File: src/rtl/keypad_scan_fifo.sv
// Matrix keypad scanner: column strobe, 2-flop row sync, press/release debounce, key-code FIFO.
// Define KEYPAD_AUTOREPEAT_EN to re-push a held key every REPEAT_CYC cycles.
module keypad_scan_fifo #(
    parameter int unsigned ROWS       = 4,
    parameter int unsigned COLS       = 4,
    parameter int unsigned SCAN_DIV   = 1000,
    parameter int unsigned DEB_CYCLES = 5000,
    parameter int unsigned DEPTH      = 8,
    parameter int unsigned REPEAT_CYC = 50000,
    localparam int unsigned CODE_W    = (ROWS * COLS > 1) ? $clog2(ROWS * COLS) : 1,
    localparam int unsigned CNT_W     = $clog2(DEPTH) + 1
) (
    input  logic              clk,
    input  logic              rst,
    input  logic [ROWS-1:0]   fila,
    output logic [COLS-1:0]   columna,
    output logic [CODE_W-1:0] key_code,
    output logic              key_valid,
    input  logic              key_ready,
    output logic [CNT_W-1:0]  fill,
    output logic              overflow
);
    localparam int unsigned COL_W  = (COLS > 1) ? $clog2(COLS) : 1;
    localparam int unsigned SCAN_W = (SCAN_DIV > 1) ? $clog2(SCAN_DIV) : 1;
    localparam int unsigned DEB_W  = (DEB_CYCLES > 1) ? $clog2(DEB_CYCLES) : 1;
    localparam int unsigned PTR_W  = $clog2(DEPTH);

    if (ROWS == 0 || COLS == 0 || SCAN_DIV == 0 || DEB_CYCLES == 0 || DEPTH < 2 ||
        (DEPTH & (DEPTH - 1)) != 0 || REPEAT_CYC == 0) begin : g_bad_param
        $error("keypad_scan_fifo: invalid parameter");
    end

    typedef enum logic [1:0] {StScan, StDebounce, StHold} state_e;

    logic [ROWS-1:0]   sync1_q, rows_q;
    state_e            state_q, state_d;
    logic [COL_W-1:0]  col_q, col_d, col_inc;
    logic [SCAN_W-1:0] scan_cnt_q, scan_cnt_d;
    logic [DEB_W-1:0]  cnt_q, cnt_d;
    logic [ROWS-1:0]   pat_q, pat_d;
    logic              push_req;
    logic [CODE_W-1:0] push_code;

    always_ff @(posedge clk) begin
        if (rst) begin
            sync1_q <= '0;
            rows_q  <= '0;
        end else begin
            sync1_q <= fila;
            rows_q  <= sync1_q;
        end
    end

    assign col_inc = (col_q == COL_W'(COLS - 1)) ? '0 : col_q + COL_W'(1);

    // Lowest set row of the latched pattern wins on multi-key presses.
    always_comb begin
        int unsigned r;
        r = 0;
        for (int i = int'(ROWS) - 1; i >= 0; i--) begin
            if (pat_q[i]) r = i;
        end
        push_code = CODE_W'(r * COLS + int'(col_q));
    end

`ifdef KEYPAD_AUTOREPEAT_EN
    localparam int unsigned REP_W = (REPEAT_CYC > 1) ? $clog2(REPEAT_CYC) : 1;
    logic [REP_W-1:0] rep_cnt_q, rep_cnt_d;
    logic             rep_live_q, rep_live_d;

    always_ff @(posedge clk) begin
        if (rst) begin
            rep_cnt_q  <= '0;
            rep_live_q <= 1'b0;
        end else begin
            rep_cnt_q  <= rep_cnt_d;
            rep_live_q <= rep_live_d;
        end
    end
`endif

    always_comb begin
        state_d    = state_q;
        col_d      = col_q;
        scan_cnt_d = scan_cnt_q;
        cnt_d      = cnt_q;
        pat_d      = pat_q;
        push_req   = 1'b0;
`ifdef KEYPAD_AUTOREPEAT_EN
        rep_cnt_d  = rep_cnt_q;
        rep_live_d = rep_live_q;
`endif
        case (state_q)
            StScan: begin
                if (rows_q != '0) begin
                    pat_d   = rows_q;
                    cnt_d   = '0;
                    state_d = StDebounce;
                end else if (scan_cnt_q == SCAN_W'(SCAN_DIV - 1)) begin
                    scan_cnt_d = '0;
                    col_d      = col_inc;
                end else begin
                    scan_cnt_d = scan_cnt_q + SCAN_W'(1);
                end
            end
            StDebounce: begin
                if (rows_q != pat_q) begin
                    state_d    = StScan;
                    scan_cnt_d = '0;
                    cnt_d      = '0;
                end else if (cnt_q == DEB_W'(DEB_CYCLES - 1)) begin
                    push_req = 1'b1;
                    state_d  = StHold;
                    cnt_d    = '0;
`ifdef KEYPAD_AUTOREPEAT_EN
                    rep_cnt_d  = '0;
                    rep_live_d = 1'b1;
`endif
                end else begin
                    cnt_d = cnt_q + DEB_W'(1);
                end
            end
            StHold: begin
                if (rows_q != '0) begin
                    cnt_d = '0;
                end else if (cnt_q == DEB_W'(DEB_CYCLES - 1)) begin
                    state_d    = StScan;
                    col_d      = col_inc;
                    scan_cnt_d = '0;
                    cnt_d      = '0;
                end else begin
                    cnt_d = cnt_q + DEB_W'(1);
                end
`ifdef KEYPAD_AUTOREPEAT_EN
                // Any deviation from the debounced pattern ends repeat until the next press.
                if (rep_live_q) begin
                    if (rows_q != pat_q) begin
                        rep_live_d = 1'b0;
                    end else if (rep_cnt_q == REP_W'(REPEAT_CYC - 1)) begin
                        push_req  = 1'b1;
                        rep_cnt_d = '0;
                    end else begin
                        rep_cnt_d = rep_cnt_q + REP_W'(1);
                    end
                end
`endif
            end
            default: state_d = StScan;
        endcase
    end

    always_ff @(posedge clk) begin
        if (rst) begin
            state_q    <= StScan;
            col_q      <= '0;
            scan_cnt_q <= '0;
            cnt_q      <= '0;
            pat_q      <= '0;
        end else begin
            state_q    <= state_d;
            col_q      <= col_d;
            scan_cnt_q <= scan_cnt_d;
            cnt_q      <= cnt_d;
            pat_q      <= pat_d;
        end
    end

    logic [CODE_W-1:0] mem_q [DEPTH];
    logic [PTR_W-1:0]  wr_q, rd_q, rd_next;
    logic [CNT_W-1:0]  fill_q, fill_d, remaining;
    logic [CODE_W-1:0] head_q, head_d;
    logic              ovf_q, full, do_pop, do_push;

    assign full      = (fill_q == CNT_W'(DEPTH));
    assign do_pop    = (fill_q != '0) && key_ready;
    assign do_push   = push_req && (!full || do_pop);
    assign rd_next   = rd_q + PTR_W'(do_pop);
    assign remaining = fill_q - CNT_W'(do_pop);
    assign fill_d    = remaining + CNT_W'(do_push);

    // Registered head: shows the pushed code when it lands in an empty queue, holds when drained.
    always_comb begin
        head_d = head_q;
        if (do_push && remaining == '0) begin
            head_d = push_code;
        end else if (do_pop && remaining != '0) begin
            head_d = mem_q[rd_next];
        end
    end

    always_ff @(posedge clk) begin
        if (do_push) mem_q[wr_q] <= push_code;
    end

    always_ff @(posedge clk) begin
        if (rst) begin
            wr_q   <= '0;
            rd_q   <= '0;
            fill_q <= '0;
            head_q <= '0;
            ovf_q  <= 1'b0;
        end else begin
            wr_q   <= wr_q + PTR_W'(do_push);
            rd_q   <= rd_next;
            fill_q <= fill_d;
            head_q <= head_d;
            if (push_req && full && !do_pop) ovf_q <= 1'b1;
        end
    end

    assign columna   = COLS'(1) << col_q;
    assign key_code  = head_q;
    assign key_valid = (fill_q != '0);
    assign fill      = fill_q;
    assign overflow  = ovf_q;

endmodule

File: config.mk
export PLATFORM = sky130hd
export DESIGN_NAME = keypad_scan_fifo
export DESIGN_NICKNAME = d
export VERILOG_FILES = /design/src/rtl/keypad_scan_fifo.sv
export SDC_FILE = /design/constraint.sdc
export NUM_CORES = 1
export LEC_CHECK = 0
export CAP_MARGIN = 10
export CORE_ASPECT_RATIO = 0.9
export CORE_MARGIN = 8
export CORE_UTILIZATION = 64
export CTS_CLUSTER_SIZE = 40
export DETAILED_ROUTE_END_ITERATION = 8
export PLACE_DENSITY = 0.82
export SETUP_SLACK_MARGIN = 0.5
export SYNTH_ARGS = -nofsm -noshare
export SYNTH_HDL_FRONTEND = slang
export SYNTH_SLANG_ARGS = --single-unit
File: constraint.sdc
create_clock -name clk -period 5.5 [get_ports clk]
set_input_delay 1.1 -clock clk [delete_from_list [all_inputs] [get_ports clk]]
set_output_delay 1.1 -clock clk [all_outputs]
set_load 0.01 [all_outputs]
==> results.json, run 1 <==
{
  "final_gp_congestion": 0.8453,
  "combPwrFrac": 0.339,
  "cp_max_fo": 9,
  "syn-mean-instance-area_um2": 11.19,
  "dr.pass1.iters": 5,
  "multi_input_area_mm2": 0.001879,
  "worst_skew_pair.late_latency_ps": 350,
  "timing.hold.worst.start": "sync1_q[3]",
  "power.share.clock": 0.223,
  "post_layout_nets": 403,
  "syn_area_mm2": 0.004028,
  "holdCritPathClass": "reg2reg",
  "netSwitchingFraction": 0.3232,
  "leakage_uw": 0.001574,
  "die_outline_area_mm2": 0.009091,
  "tritoncts": "done",
  "power.internal_uw": 1139,
  "timing.final.hold_violations": 0,
  "seqCellArea_mm2": 0.002042,
  "finalSetupTns_ps": 0,
  "grt_pass1_wl_mm": 13.12,
  "first_global_vias": 2771,
  "die_width_um": 99.62,
  "final_layout_size_suffix_gt1_frac": 0.1070,
  "clk_pin_slew_worst_paths_ps": 80,
  "min_period_ps": 3220,
  "p_seq_frac": 0.437,
  "flow.area_growth_from_synthesis_pct": 10.34,
  "synth-warning-count": 0,
  "path_buf_inv": 1,
  "io_pins": 21,
  "antenna_found_initial": 0,
  "drtAntennaViolNets": 0,
  "synth_seq_area_share": 0.5070,
  "clock-skew-final_ps": 8.231,
  "ctsHtreeMaxLevel": 3,
  "tritoncts.num_buffers": 9,
  "min_period_over_period": 0.5855,
  "hold_ws_ps": 443.5,
  "timing.critical_path.required_ps": 5700,
  "postCtsSetupBuffers": 0,
  "core_area_mm2": 0.006115,
  "total_switching_power_uw": 544.0,
  "cap_viol_max_count": 0,
  "synth-main-ff-cell": "sky130_fd_sc_hd__dfxtp_1",
  "globalRouteTotalUtil": 0.1802,
  "synth_cell_types": 56,
  "crit_path_start": "key_ready",
  "post_cts.resized_instances": 0,
  "num-fill-cells": 428,
  "antennaDiodeCount": 0,
  "num_rows": 27,
  "grt_overflow": 0,
  "placement.io_buffers": 20,
  "ctsHoldBuffers": 0,
  "achievable-frequency_mhz": 310.5,
  "max_vdd_drop_mv": 0.1660,
  "asyncSetResetFlopFracSynth": 0,
  "cts.root.buffer_cell": "sky130_fd_sc_hd__clkbuf_8",
  "source_of_the_worst_register_to_register_timing_path": "fill[1]",
  "die_height_um": 91.26,
  "cts_sinks": 86,
  "critical_path_class": "in2reg",
  "run_status": "finished, final reports clean",
  "vias": 2851,
  "total_power_uw": 1683,
  "synth-seq-cells": 86,
  "syn-num-nets": 385,
  "arrival_ps": 3420,
  "routed_wirelength_mm": 7.904,
  "timing.critical_path.cells": "clkdlybuf4s50_1 -> and2_1 -> ha_1 -> mux4_2 -> mux2_2 -> a32oi_1 -> a21oi_1",
  "via_per_inst": 6.066,
  "end_kind": "flop",
  "detail_route.iter0.violations": 171,
  "setup_repair_after_global_routing_missed_its_margin": "false",
  "dp_hpwl_mm": 5.367,
  "tightest_slew_ps": 1168,
  "cp_slowest_stage_delay_ps": 610,
  "timing.critical_path.from_type": "input port",
  "synth-edff-count": 32,
  "start_util": 0.6587,
  "average_wire_length_per_cell_after_detail_routing_um": 16.82,
  "setup_violations": 0,
  "drc_errors": 0,
  "slowest_stage": "sky130_fd_sc_hd__ha_1",
  "critPathTopFamily": "multiplexers",
  "worst_relative_slew_slack": 0.2175,
  "p_per_area_mw_per_mm2": 378.8,
  "grt_max_degree": 55,
  "clockBufferDepth": 2,
  "slew_violations": 0,
  "post_synthesis_cell_count": 360
}
-- cell families (layout without fill, tap and decap cells) --
logic type | count (synthesis) | after routing | share of synthesized area
AO/OA/AOI/OAI | 53 | 53 | 0.1038
XOR/XNOR | 19 | 19 | 0.04132
adder cells (fa/ha/maj) | 18 | 18 | 0.05592
buffers and inverters | 26 | 49 | 0.02641
flip-flops | 86 | 86 | 0.5070
multiplexers | 15 | 15 | 0.06337
AND/OR/NAND/NOR | 143 | 143 | 0.2022
-- cell usage in the layout (no fill, tap or decap), types with 9 or more instances in the layout --
cell type                         instances
sky130_fd_sc_hd__inv_1                   11
sky130_fd_sc_hd__clkdlybuf4s50_1         19
sky130_fd_sc_hd__clkbuf_8                 9
sky130_fd_sc_hd__nor3_1                  20
sky130_fd_sc_hd__ha_1                    18
sky130_fd_sc_hd__nand2_1                 19
sky130_fd_sc_hd__nor2_1                  24
sky130_fd_sc_hd__nand2b_1                10
sky130_fd_sc_hd__nand3_1                 17
sky130_fd_sc_hd__xor2_1                  12
sky130_fd_sc_hd__edfxtp_1                32
sky130_fd_sc_hd__dfxtp_1                 54
sky130_fd_sc_hd__nor2b_1                 14
-- final timing paths --
check	to	depth (start not counted)	slack (ps)
max	key_code[0]	7	2280
min	rows_q[3]	1	440
max reg2reg	key_code[0]	7	2520
min reg2reg	rows_q[3]	1	440
-- power by group through the flow --
| stage | Combinational, µW | Clock, µW | Sequential, µW |
|---|---|---|---|
| final | 571 | 376 | 736 |
| after global routing | 630 | 412 | 743 |
| after CTS | 573 | 385 | 736 |
| after detailed placement | 562 | 0 | 751 |
| after global placement | 537 | 0 | 749 |
| after floorplan | 404 | 0 | 754 |
-- synth_stat cells, drive strengths merged (4+ instances only) --
master / n / area [µm²]
a32o: 7 / 70.07
clkbuf: 7 / 26.28
nand4: 8 / 65.06
dfxtp: 54 / 1081
xnor2: 7 / 61.31
a21oi: 8 / 40.04
mux2: 4 / 45.04
o21ai: 6 / 30.03
a22oi: 4 / 30.03
nand2b: 10 / 62.56
a31oi: 8 / 50.05
nor4: 6 / 58.80
o211ai: 4 / 30.03
nor2: 24 / 90.09
edfxtp: 32 / 960.9
nand2: 19 / 71.32
nor3: 22 / 120.1
mux4: 8 / 180.2
ha: 18 / 225.2
nor2b: 14 / 87.58
inv: 11 / 41.29
and3: 5 / 31.28
and2: 5 / 31.28
nand3: 17 / 85.08
xor2: 12 / 105.1
buf: 6 / 26.27
-- state kept, by name (all words and copies together), names as in the netlist --
register	flops
key_code	4
pat_q	4
mem_q	32
col_q	2
rd_q	3
rows_q	4
fill	4
state_q	2
sync1_q	4
scan_cnt_q	10
wr_q	3
cnt_q	13
overflow	1
-- per-layer routing --
layer / global-route usage / routed length, µm
met5: 0 / 0
met4: 0.06171 / 97
met3: 0.05797 / 480
met2: 0.2817 / 3608
met1: 0.2295 / 3719
-- final cells by class --
cell class	instances	share of cell area
flip-flops and latches	86	0.4595
well taps	87	0.02449
clock inverters	7	0.009291
multi-input cells	248	0.4229
clock buffers	9	0.02787
inverters	13	0.01211
repair buffers	20	0.04392
-- through the flow --
step	utilization	worst slack (ps)	instances	area (µm²)
global placement	0.6998	2007	454	4279
global route	0.7268	2132	470	4444
detailed placement	0.6998	1939	454	4279
floorplan	-	2593	360	4028
finish	0.7268	2280	470	4444
CTS	0.7268	2284	470	4444
(Power assumes the default switching activity.)
==> run 2: changes to the inputs <==
- CORE_UTILIZATION: 64 -> 59
- PLACE_DENSITY: 0.82 -> 0.77
- clock period: 5.5 -> 3.2 ns (I/O delays scaled with it)
==> run 2 against run 1 <==
- hold slack got worse by 4.9 ps
- sequential power increased by 73%
- clock skew increased by 1.3 ps
- count of clock-buffer cells in the layout increased by 4
- utilization decreased by 4.0 points
- die area increased by 7.0%
- flip-flop and latch count unchanged
- register-to-register slack got worse by 2000 ps
- non-clock buffer count increased by 4
- total power increased by 78%
- via count decreased by 2.2%
- clock power increased by 72%
- largest cell class unchanged
- largest power group unchanged
==> results.json, run 2 (synthesis results as in run 1) <==
{
  "layout_top_registers": "mem_q (32), cnt_q (13), scan_cnt_q (10)",
  "cp_max_fo": 5,
  "slew_violations": 0,
  "total_power_uw": 2991,
  "run_status": "finished, final reports clean",
  "largest_register_ff_count": 32,
  "cts_sinks": 86,
  "cap_viol_max_count": 0,
  "ctsHtreeMaxLevel": 3,
  "num-fill-cells": 523,
  "globalRouteTotalUtil": 0.1712,
  "drtAntennaViolNets": 0,
  "min_period_over_period": 0.8272,
  "layout.cells.most_common_list": "sky130_fd_sc_hd__dfxtp_1, sky130_fd_sc_hd__edfxtp_1, sky130_fd_sc_hd__nor2_1",
  "arrival_ps": 2880,
  "worst_skew_pair.late_latency_ps": 360,
  "layout_commonest_cell": "sky130_fd_sc_hd__dfxtp_1",
  "drc_errors": 0,
  "final_layout_size_suffix_gt1_frac": 0.1292,
  "tightest_slew_ps": 1130,
  "average_wire_length_per_cell_after_detail_routing_um": 16.34,
  "vias": 2787,
  "seqCellArea_mm2": 0.002043,
  "multi_input_area_mm2": 0.001926,
  "min_period_ps": 2647,
  "leakage_uw": 0.001592,
  "p_per_area_mw_per_mm2": 661.4,
  "num_rows": 28,
  "timing.critical_path.required_ps": 3430,
  "clock-skew-final_ps": 9.565,
  "dp_hpwl_mm": 5.274,
  "antenna_found_initial": 0,
  "first_global_vias": 2639,
  "grt_overflow": 0,
  "postCtsSetupBuffers": 0,
  "start_util": 0.6115,
  "placement.io_buffers": 20,
  "critical_path_class": "reg2reg",
  "timing.final.hold_violations": 0,
  "setup_violations": 0,
  "post-route-cell-area_mm2": 0.004522,
  "via_per_inst": 5.843,
  "setup_repair_after_global_routing_missed_its_margin": "true",
  "die_outline_area_mm2": 0.009730,
  "dr.pass1.iters": 4,
  "grt_max_degree": 37,
  "core_area_mm2": 0.006586,
  "finalSetupTns_ps": 0,
  "ctsHoldBuffers": 0,
  "utilization_after_layout": 0.6866,
  "die_width_um": 103.1,
  "holdCritPathClass": "reg2reg",
  "post_layout_nets": 407,
  "clockBufferDepth": 2,
  "max_vdd_drop_mv": 0.2950,
  "tritoncts.num_buffers": 9,
  "antennaDiodeCount": 0,
  "grt_pass1_wl_mm": 12.97,
  "tritoncts": "done",
  "flow.area_growth_from_synthesis_pct": 12.27,
  "registers.top_by_ff_count": "mem_q",
  "die_height_um": 94.38,
  "place_area_mm2": 0.004309,
  "final_gp_congestion": 0.8223,
  "routed_wirelength_mm": 7.792,
  "achievable-frequency_mhz": 377.8,
  "detail_route.iter0.violations": 139,
  "timing.critical_path.from_type": "flop",
  "worst_relative_slew_slack": 0.2410,
  "clk_pin_slew_worst_paths_ps": 80,
  "cts.root.buffer_cell": "sky130_fd_sc_hd__clkbuf_8",
  "end_kind": "flop",
  "io_pins": 21
}
==> run 2: cell types whose count changed in the layout (fill, tap and decap cells not counted), moves of 2 or more <==
cell                       change
sky130_fd_sc_hd__buf_4         +2
sky130_fd_sc_hd__ha_1          -2
sky130_fd_sc_hd__ha_4          +2
sky130_fd_sc_hd__clkinv_1      -2
sky130_fd_sc_hd__clkbuf_1      +4
==> run 2: worst paths after layout <==
path                   start     endpoint  slack [ps]  cells past startpoint
setup / recovery     fill[2]  key_code[0]         550                      8
hold / removal    sync1_q[3]    rows_q[3]         440                      1
setup reg to reg     fill[2]  key_code[0]         550                      8
hold reg to reg   sync1_q[3]    rows_q[3]         440                      1
==> run 2: repair_timing <==
action	in CTS	in global routing
pin swaps	0	1
gates cloned	1	0
resized for setup	4	5
setup endpoints to repair	3	4
==> run 2: power by group <==
part / total (µW) / internal [µW] / leakage, µW / switching (µW)
clock: 647 / 283 / 0.0000776 / 364
combinational: 1070 / 558 / 0.000780 / 512
sequential: 1270 / 1210 / 0.000734 / 68.4
total: 2990 / 2050 / 0.00159 / 944
==> run 2: cell type report <==
class                      instances  share of cell area
sequential                        86              0.4519
timing repair buffer              24             0.05008
clock inverter                     3            0.004704
inverter                          13             0.01190
clock buffer                      13             0.03071
tap                               90             0.02490
multi-input combinational        248              0.4258
==> run 2: through the flow <==
stage | setup WS (ps) | cells | hold WS (ps)
after global placement | 349.9 | 460 | 422.5
after global routing | 466.1 | 477 | 451.6
after CTS | 526.2 | 477 | 439.0
after floorplan | 536.5 | 360 | 413.8
after detailed placement | 289.2 | 460 | 420.4
final | 553.0 | 477 | 438.6
==> run 2: worst max-delay path, cell delays in order (launching register included) <==
cell	delay (ps)
sky130_fd_sc_hd__dfxtp_1	380
sky130_fd_sc_hd__or4_4	500
sky130_fd_sc_hd__and2_4	190
sky130_fd_sc_hd__ha_4	270
sky130_fd_sc_hd__buf_6	120
sky130_fd_sc_hd__mux4_2	510
sky130_fd_sc_hd__mux2_2	280
sky130_fd_sc_hd__a32oi_1	180
sky130_fd_sc_hd__a21oi_1	90
==> run 2: layer usage <==
layer | GRT usage | wire (µm) | vias up
li1 | - | - | 1379
met1 | 0.2298 | 3818 | 1324
met2 | 0.2562 | 3397 | 71
met3 | 0.04779 | 455 | 13
met4 | 0.06859 | 121 | 0
met5 | 0 | 0 | -
